**config.mk**
```make
export PLATFORM = sky130hd
export DESIGN_NAME = postfix_evaluator
export DESIGN_NICKNAME = d
export VERILOG_FILES = /design/src/rtl/postfix_pkg.sv /design/src/rtl/operand_stack.sv /design/src/rtl/postfix_evaluator.sv
export SDC_FILE = /design/constraint.sdc
export NUM_CORES = 1
export LEC_CHECK = 0
export ABC_CLOCK_PERIOD_IN_PS = 6700
export BUFFER_PORTS_ARGS = -buffer_cell sky130_fd_sc_hd__buf_2
export CAP_MARGIN = 0
export CORE_AREA = 10 10 138 140
export DETAILED_ROUTE_END_ITERATION = 10
export DIE_AREA = 0 0 148 150
export PLACE_DENSITY = 0.76
export SYNTH_ARGS = -nofsm -noshare
export SYNTH_HDL_FRONTEND = slang
export SYNTH_SLANG_ARGS = --single-unit
```
**constraint.sdc**
```tcl
create_clock -name CLK -period 6.7 [get_ports CLK]
set_input_delay 1.34 -clock CLK [delete_from_list [all_inputs] [get_ports CLK]]
set_output_delay 1.34 -clock CLK [all_outputs]
set_load 0.01 [all_outputs]
```
**src/rtl/postfix_pkg.sv**
```systemverilog
`default_nettype none
// ============================================================================
//  Module      : postfix_pkg
//  Description : Shared token codes, FSM state encoding, operator encoding and
//                error codes for the streaming postfix evaluator.
//  Revision    : 1.0 - initial release
// ============================================================================
package postfix_pkg;

    // ASCII codes carried on tok_data when tok_is_op = 1
    localparam int TOK_END = 36;   // '$'
    localparam int TOK_MUL = 42;   // '*'
    localparam int TOK_ADD = 43;   // '+'
    localparam int TOK_SUB = 45;   // '-'

    // Evaluator control states
    typedef enum logic [1:0] {
        ACCEPT = 2'd0,
        EXEC   = 2'd1,
        DONE   = 2'd2
    } state_t;

    // Latched arithmetic operator for the EXEC cycle
    typedef enum logic [1:0] {
        OP_ADD = 2'd0,
        OP_SUB = 2'd1,
        OP_MUL = 2'd2
    } op_t;

    // Error codes reported on err_code
    localparam logic [1:0] ERR_NONE  = 2'b00;
    localparam logic [1:0] ERR_UNDER = 2'b01;
    localparam logic [1:0] ERR_OVER  = 2'b10;
    localparam logic [1:0] ERR_BAD   = 2'b11;

endpackage : postfix_pkg
`default_nettype wire

```
**src/rtl/operand_stack.sv**
```systemverilog
`default_nettype none
// ============================================================================
//  Module      : operand_stack
//  Description : Register-array operand stack. Supports a push, or a combined
//                "replace second entry and pop top" used to retire a binary
//                operation in one cycle. Only the stack pointer is reset.
//  Revision    : 1.0 - initial release
// ============================================================================
module operand_stack #(
    parameter int N     = 8,
    parameter int DEPTH = 16,
    parameter int SPW   = $clog2(DEPTH + 1)
) (
    input  logic           CLK,
    input  logic           RST_n,
    input  logic           push,
    input  logic           pop1_wr,
    input  logic           clear,
    input  logic [N-1:0]   din,
    output logic [N-1:0]   top,
    output logic [N-1:0]   next,
    output logic [SPW-1:0] sp
);

    localparam int IW = (DEPTH > 1) ? $clog2(DEPTH) : 1;

    logic [N-1:0]   r_mem [DEPTH];
    logic [SPW-1:0] r_sp;

    logic [IW-1:0]  w_push_idx;
    logic [IW-1:0]  w_top_idx;
    logic [IW-1:0]  w_next_idx;
    logic           w_can_push;
    logic           w_can_pop;

    assign w_push_idx = IW'(r_sp);
    assign w_top_idx  = IW'(r_sp - SPW'(1));
    assign w_next_idx = IW'(r_sp - SPW'(2));
    assign w_can_push = push && (r_sp < SPW'(DEPTH));
    assign w_can_pop  = pop1_wr && (r_sp >= SPW'(2));

    // Entries above sp are unreachable, so read values are masked to zero
    assign top  = (r_sp >= SPW'(1)) ? r_mem[w_top_idx]  : '0;
    assign next = (r_sp >= SPW'(2)) ? r_mem[w_next_idx] : '0;
    assign sp   = r_sp;

    // Storage write: push into the free slot, or overwrite the second entry
    always_ff @(posedge CLK) begin
        if (w_can_push) begin
            r_mem[w_push_idx] <= din;
        end else if (w_can_pop) begin
            r_mem[w_next_idx] <= din;
        end
    end

    // Stack pointer: clear wins, then push, then pop
    always_ff @(posedge CLK or negedge RST_n) begin
        if (!RST_n) begin
            r_sp <= '0;
        end else if (clear) begin
            r_sp <= '0;
        end else if (w_can_push) begin
            r_sp <= r_sp + SPW'(1);
        end else if (w_can_pop) begin
            r_sp <= r_sp - SPW'(1);
        end
    end

endmodule : operand_stack
`default_nettype wire

```
**src/rtl/postfix_evaluator.sv**
```systemverilog
`default_nettype none
// ============================================================================
//  Module      : postfix_evaluator
//  Description : Streaming evaluator for tagged postfix tokens. Operands are
//                stacked, + - * retire in a one-cycle EXEC state, '$' returns
//                the final value or a sticky error code over a valid/ready port.
//  Revision    : 1.0 - initial release
// ============================================================================
module postfix_evaluator
    import postfix_pkg::*;
#(
    parameter int N     = 8,
    parameter int DEPTH = 16
) (
    input  logic         CLK,
    input  logic         RST_n,
    input  logic         tok_valid,
    output logic         tok_ready,
    input  logic [N-1:0] tok_data,
    input  logic         tok_is_op,
    output logic         res_valid,
    input  logic         res_ready,
    output logic [N-1:0] result,
    output logic         err,
    output logic [1:0]   err_code
);

    localparam int SPW = $clog2(DEPTH + 1);

    state_t         r_state;
    op_t            r_op;
    logic           r_tok_ready;
    logic           r_res_valid;
    logic [N-1:0]   r_result;
    logic           r_err;
    logic [1:0]     r_err_code;
    logic           r_err_pend;
    logic [1:0]     r_err_code_pend;

    logic           w_accept;
    logic           w_is_end;
    logic           w_is_arith;
    logic           w_push;
    logic           w_pop;
    logic           w_clear;
    logic [N-1:0]   w_top;
    logic [N-1:0]   w_next;
    logic [N-1:0]   w_alu;
    logic [SPW-1:0] w_sp;
    op_t            w_op_dec;

    // tok_ready is registered and only ever high in ACCEPT
    assign w_accept   = r_tok_ready && tok_valid;
    assign w_is_end   = (tok_data == N'(TOK_END));
    assign w_is_arith = (tok_data == N'(TOK_ADD)) || (tok_data == N'(TOK_SUB))
                     || (tok_data == N'(TOK_MUL));

    // After an error the stack is frozen; overflowing pushes never land
    assign w_push  = w_accept && !tok_is_op && !r_err_pend && (w_sp != SPW'(DEPTH));
    assign w_pop   = (r_state == EXEC);
    assign w_clear = (r_state == DONE) && res_ready;

    operand_stack #(
        .N     (N),
        .DEPTH (DEPTH),
        .SPW   (SPW)
    ) u_stack (
        .CLK     (CLK),
        .RST_n   (RST_n),
        .push    (w_push),
        .pop1_wr (w_pop),
        .clear   (w_clear),
        .din     (w_pop ? w_alu : tok_data),
        .top     (w_top),
        .next    (w_next),
        .sp      (w_sp)
    );

    // Operator code decode for latching on acceptance
    always_comb begin
        w_op_dec = OP_ADD;
        if (tok_data == N'(TOK_SUB)) begin
            w_op_dec = OP_SUB;
        end else if (tok_data == N'(TOK_MUL)) begin
            w_op_dec = OP_MUL;
        end
    end

    // ALU: A = entry below top, B = top; all results wrap modulo 2^N
    always_comb begin
        w_alu = w_next + w_top;
        case (r_op)
            OP_SUB:  w_alu = w_next - w_top;
            OP_MUL:  w_alu = w_next * w_top;
            default: w_alu = w_next + w_top;
        endcase
    end

    // Control FSM with sticky error tracking and registered result port
    always_ff @(posedge CLK or negedge RST_n) begin
        if (!RST_n) begin
            r_state         <= ACCEPT;
            r_op            <= OP_ADD;
            r_tok_ready     <= 1'b0;
            r_res_valid     <= 1'b0;
            r_result        <= '0;
            r_err           <= 1'b0;
            r_err_code      <= ERR_NONE;
            r_err_pend      <= 1'b0;
            r_err_code_pend <= ERR_NONE;
        end else begin
            case (r_state)
                ACCEPT: begin
                    r_tok_ready <= 1'b1;
                    if (w_accept) begin
                        if (!tok_is_op) begin
                            if (!r_err_pend && (w_sp == SPW'(DEPTH))) begin
                                r_err_pend      <= 1'b1;
                                r_err_code_pend <= ERR_OVER;
                            end
                        end else if (w_is_end) begin
                            r_state     <= DONE;
                            r_tok_ready <= 1'b0;
                            r_res_valid <= 1'b1;
                            if (r_err_pend) begin
                                r_err      <= 1'b1;
                                r_err_code <= r_err_code_pend;
                                r_result   <= '0;
                            end else if (w_sp != SPW'(1)) begin
                                r_err           <= 1'b1;
                                r_err_code      <= ERR_BAD;
                                r_result        <= '0;
                                r_err_pend      <= 1'b1;
                                r_err_code_pend <= ERR_BAD;
                            end else begin
                                r_err      <= 1'b0;
                                r_err_code <= ERR_NONE;
                                r_result   <= w_top;
                            end
                        end else if (w_is_arith) begin
                            if (!r_err_pend) begin
                                if (w_sp < SPW'(2)) begin
                                    r_err_pend      <= 1'b1;
                                    r_err_code_pend <= ERR_UNDER;
                                end else begin
                                    r_op        <= w_op_dec;
                                    r_state     <= EXEC;
                                    r_tok_ready <= 1'b0;
                                end
                            end
                        end else if (!r_err_pend) begin
                            r_err_pend      <= 1'b1;
                            r_err_code_pend <= ERR_BAD;
                        end
                    end
                end
                EXEC: begin
                    r_state     <= ACCEPT;
                    r_tok_ready <= 1'b1;
                end
                DONE: begin
                    if (res_ready) begin
                        r_state         <= ACCEPT;
                        r_tok_ready     <= 1'b1;
                        r_res_valid     <= 1'b0;
                        r_result        <= '0;
                        r_err           <= 1'b0;
                        r_err_code      <= ERR_NONE;
                        r_err_pend      <= 1'b0;
                        r_err_code_pend <= ERR_NONE;
                    end
                end
                default: begin
                    r_state     <= ACCEPT;
                    r_tok_ready <= 1'b0;
                end
            endcase
        end
    end

    assign tok_ready = r_tok_ready;
    assign res_valid = r_res_valid;
    assign result    = r_result;
    assign err       = r_err;
    assign err_code  = r_err_code;

endmodule : postfix_evaluator
`default_nettype wire

```
==> flow_summary.ini, run 1 <==
[status]
outcome = finished, final reports clean

[route]
via_per_inst = 6.41
drtPass1Iterations = 5
drtIter0Drc = 568
post_drt_wl_per_cell_um = 23.1
drt-total-wl_um = 22000
drc_errors = 0
vias = 6087
ant_nets = 0

[setup_path]
startpoint_type = flip-flop
path_buf_inv = 4
required_ns = 6.79
crit_path_frequent_cell = fa_1
crit_cells = 23
path_delay_family = adder cells
cp_cell_sequence = inv_2 > ha_2 > xor2_4 > buf_12 > mux4_2 > mux2i_1 > a21oi_2 > nand2_1 > nor2_1 > fa_1 > fa_1 > ha_1 > inv_1 > fa_1 > inv_1 > ha_1 > a21o_1 > a21oi_1 > xnor2_1 > xnor2_1 > xnor3_1 > xnor2_2 > o221ai_4
cp-end-kind = flip-flop
max_stage_delay_ns = 0.53
critPathKind = reg -> reg
crit_path_max_fanout = 16
crit_slowest_cell = dfrtp_4
r2r_cells = 23
crit_arrival_ns = 6.44

[place]
dpl.hpwl_um = 15800
portBuffers = 25
gp_congestion = 0.983

[sta]
max_freq_mhz = 158
skew_ns = 0.00841
hold_viol_final = 0
setup_viol = 0
tns_ns = 0
period_share = 0.948
timing.slew.headroom = 0.137
timing.final.crit_period_ns = 6.35
worst_pin_slew_ns = 1.30
slew_viol_final = 0

[grt]
grt_first_pass_wirelength_um = 34000
first_global_vias = 5965
grt_max_degree = 57
gr-total-overflow = 0
gr-usage-all-layers = 0.201
antenna_found_initial = 0

[clocking]
clock-sinks = 153
cts_tree = built
cts_max_path_buffers = 2
cts.clk_slew.worst_paths_ns = 0.06
cts_buffers = 17
cts_root_buf = clkbuf_16
clock_latency_ns = 0.43
cts-htree-levels = 4

[cells_and_area]
layout_common_cells = edfxtp_1, mux4_2, nor2_1
nFillCells = 1225
drive_above_1_share = 0.242
n_antenna_cell = 0
area_growth_pct = 12.6
final_common_cell = edfxtp_1
layout.nets = 780

[floorplanning]
dieWidth_um = 148
die_area_mm2 = 0.0222
core_area_mm2 = 0.0163
die_h_um = 150
initial_utilization = 0.560
row_count = 47
io_pins = 26

[logic_synthesis]
netlist_instances = 679
synthesis.area_mm2 = 0.00916
synth-edff-count = 128
ys_seq_area_frac = 0.488
syn_avg_cell_area_um2 = 13.5
async_flop_share = 0.163
ys_seq_elements = 153
yosysWarnings = 0
synth_cell_type_count = 63
synth.net_count = 741
synth_ff_type = edfxtp_1

[min_path]
hold_depth = 2
hold_class = reg -> reg

[run]
cap_viol_max_count = 0
[worst paths after layout]
check	slack (ns)	start	end
setup / recovery	0.35	u_stack.sp[0]	u_stack.r_mem[8][7]
hold / removal	0.46	err	err
setup reg to reg	0.35	u_stack.sp[0]	u_stack.r_mem[8][7]
hold reg to reg	0.46	err	err
max in group asynchronous	5.36	RST_n	u_stack.sp[0]
min in group asynchronous	0.91	RST_n	err
[kinds of logic after synthesis]
kind of cell	Yosys count	synth area share
buf+inv	77	0.0415
mux	89	0.192
fa+ha+maj	49	0.0776
flops	153	0.488
simple gates	172	0.0892
compound gates	108	0.0788
xor+xnor	31	0.0335
[per-layer routing]
metal  wire length [µm]  part of all wire  vias up  GRT usage
met3               1930             0.088       52     0.0441
li1                   -                 -     2654          -
met1               8790              0.40     3053      0.260
met2              10700              0.49      328      0.325
met5                  0                 0        -          0
met4                505             0.023        0     0.0753
[state kept, by name, summed over array words and instances, names as in the netlist]
name and cells:
err 1, r_state 2, res_valid 1, r_err_pend 1, u_stack.r_mem 128, u_stack.sp 5, r_op 2, result 8
err_code 2, tok_ready 1, r_err_code_pend 2
[synthesized netlist by cell type, types with 6 or more instances]
cell,n,area [µm²]
edfxtp_1,128,3840
mux4_2,66,1490
nor2_1,60,225
nand2_1,43,161
inv_1,42,158
a21oi_1,38,190
ha_1,36,450
dfrtp_1,25,626
nor2b_1,20,125
xnor2_1,19,166
o21ai_0,16,80.1
mux2i_1,15,150
fa_1,13,260
nand3_1,13,65.1
a211oi_1,12,90.1
clkbuf_1,10,37.5
buf_2,9,45.0
xor2_1,9,78.8
a22o_1,8,70.1
buf_6,7,78.8
mux2_2,6,67.6
[layout make-up]
class                      instances  area (µm²)  area share
inverter                          43         161      0.0156
multi-input combinational        449        4380       0.425
clock inverter                    12         174      0.0169
clock buffer                      19         433      0.0420
tap                              220         275      0.0267
sequential                       153        4470       0.434
timing repair buffer              54         418      0.0405
[worst min-delay path: stages, from the launching register on]
cell     delay, ns
dfrtp_1       0.34
nand2_1       0.05
nand2_1       0.05
[repair_timing]
item	in CTS	in global routing
hold buffers	0	0
buffers inserted	0	3
setup endpoints to repair	0	32
resized for setup	0	10
[per-stage QoR]
step | instances | hold WS, ns | instance area (µm²) | setup WS [ns] | util
finish | 950 | 0.464 | 10300 | 0.351 | 0.631
CTS | 946 | 0.471 | 10200 | 0.0895 | 0.624
global route | 950 | 0.490 | 10300 | -0.0238 | 0.631
detailed placement | 915 | 0.457 | 9590 | 0.134 | 0.587
global placement | 915 | 0.448 | 9590 | 0.256 | 0.587
floorplan | 679 | 0.481 | 9160 | 0.124 | -
Power of run 1 is not shown: default switching activity piles up to over one toggle a cycle in this logic, so the estimate is an artifact.
==> run 2, diff against run 1 <==
BUFFER_PORTS_ARGS = -buffer_cell sky130_fd_sc_hd__clkbuf_2   (was -buffer_cell sky130_fd_sc_hd__buf_2)
==> flow_summary.ini, run 2 (synthesized netlist as in run 1, its figures left out) <==
[status]
outcome = finished, final reports clean

[grt]
grt_first_pass_wirelength_um = 35500
first_global_vias = 6153
gr-total-overflow = 0
antenna_found_initial = 0
grt_max_degree = 57
gr-usage-all-layers = 0.210

[sta]
max_freq_mhz = 156
timing.final.crit_period_ns = 6.42
setup_viol = 0
tns_ns = 0
setup_ws_ns = 0.281
timing.slew.headroom = 0.133
slew_viol_final = 0
worst_pin_slew_ns = 1.30
skew_ns = 0.0145
rsz0062_at_grt = false
period_share = 0.958
hold_viol_final = 0

[floorplanning]
io_pins = 26
die_area_mm2 = 0.0222
die_h_um = 150
initial_utilization = 0.560
row_count = 47
core_area_mm2 = 0.0163
dieWidth_um = 148

[route]
drc_errors = 0
ant_nets = 0
via_per_inst = 6.43
post_drt_wl_per_cell_um = 23.7
vias = 6101
drtIter0Drc = 695
drt-total-wl_um = 22500
drtPass1Iterations = 5

[cells_and_area]
drive_above_1_share = 0.235
layout.nets = 779
max_flop_register = u_stack.r_mem
area_growth_pct = 12.0
multiInputGateArea_mm2 = 0.00435
largest_reg_flops = 128
final_common_cell = edfxtp_1
register_area_mm2 = 0.00447
n_antenna_cell = 0
nFillCells = 1226
layout_common_cells = edfxtp_1, mux4_2, nor2_1

[setup_path]
max_stage_delay_ns = 0.58
startpoint_type = flip-flop
crit_arrival_ns = 6.51
critPathKind = reg -> reg
crit_slowest_cell = mux4_2
cp-end-kind = flip-flop
crit_path_max_fanout = 56
cp_cell_sequence = buf_16 > mux4_2 > nor2b_1 > a211oi_1 > a211o_1 > nor2_1 > fa_1 > fa_1 > ha_1 > inv_1 > fa_1 > inv_1 > ha_1 > a21o_1 > a21oi_1 > xnor2_1 > xnor2_1 > xnor3_1 > xnor2_1 > o221ai_4
required_ns = 6.79

[clocking]
clock_latency_ns = 0.43
cts_max_path_buffers = 2
cts_buffers = 17
clock-sinks = 153
cts_root_buf = clkbuf_16
cts_tree = built
cts-htree-levels = 4
cts_hold_buf = 0
cts.clk_slew.worst_paths_ns = 0.06

[place]
place_ws_ns = 0.0913
portBuffers = 25
dpl.hpwl_um = 16100
gp_congestion = 0.916

[run]
cap_viol_max_count = 0

[min_path]
hold_class = reg -> reg
## run 2: changes by cell type in the layout (fill, tap and decap cells not counted), sizes merged
cell      previous run  this run
buf                 53        27
bufinv               4         3
clkbuf              20        43
clkinv               3         7
clkinvlp             3         1
inv                 45        46
## run 2: routing by layer
| layer | vias to the layer above | share of wire | GRT usage |
|---|---|---|---|
| met4 | 0 | 0.026 | 0.0783 |
| li1 | 2655 | - | - |
| met2 | 323 | 0.50 | 0.349 |
| met5 | - | 0 | 0 |
| met3 | 50 | 0.084 | 0.0435 |
| met1 | 3073 | 0.39 | 0.265 |
## run 2: worst max-delay path, delay by kind of cell (launching register included)
kind	cells	cell delay (ns)
xor+xnor	4	1.05
buf+inv	3	0.41
flops	1	0.44
simple gates	2	0.22
mux	1	0.58
fa+ha+maj	5	2.08
compound gates	5	1.24
## run 2: final timing paths
check | start | endpoint | slack, ns | cells after the start
worst min-delay path | err | err | 0.47 | 2
worst min register to register | err | err | 0.47 | 2
min in group asynchronous | RST_n | result[4] | 0.92 | 1
worst max register to register | u_stack.sp[0] | u_stack.r_mem[14][7] | 0.28 | 20
worst max-delay path | u_stack.sp[0] | u_stack.r_mem[14][7] | 0.28 | 20
max in group asynchronous | RST_n | u_stack.sp[0] | 5.31 | 1
## run 2: repair_timing
item | 4_1_cts | 5_1_grt
endpoints found under the setup margin | 0 | 32
gates resized for setup | 0 | 5
buffers inserted | 0 | 1
## run 2: final cells by class
class,count,share of cell area
clock inverters,14,0.0167
repair buffers,53,0.0393
multi-input cells,449,0.424
flip-flops and latches,153,0.436
well taps,220,0.0268
clock buffers,17,0.0415
inverters,43,0.0157
## run 2: stage by stage
stage,hold WS [ns],utilization,cells,cell area (µm²)
after floorplan,0.481,-,679,9160
after global placement,0.456,0.587,915,9600
after detailed placement,0.464,0.587,915,9600
after CTS,0.478,0.624,946,10200
after global routing,0.504,0.628,949,10300
final,0.472,0.628,949,10300
Power of run 2 is left out for the same reason.
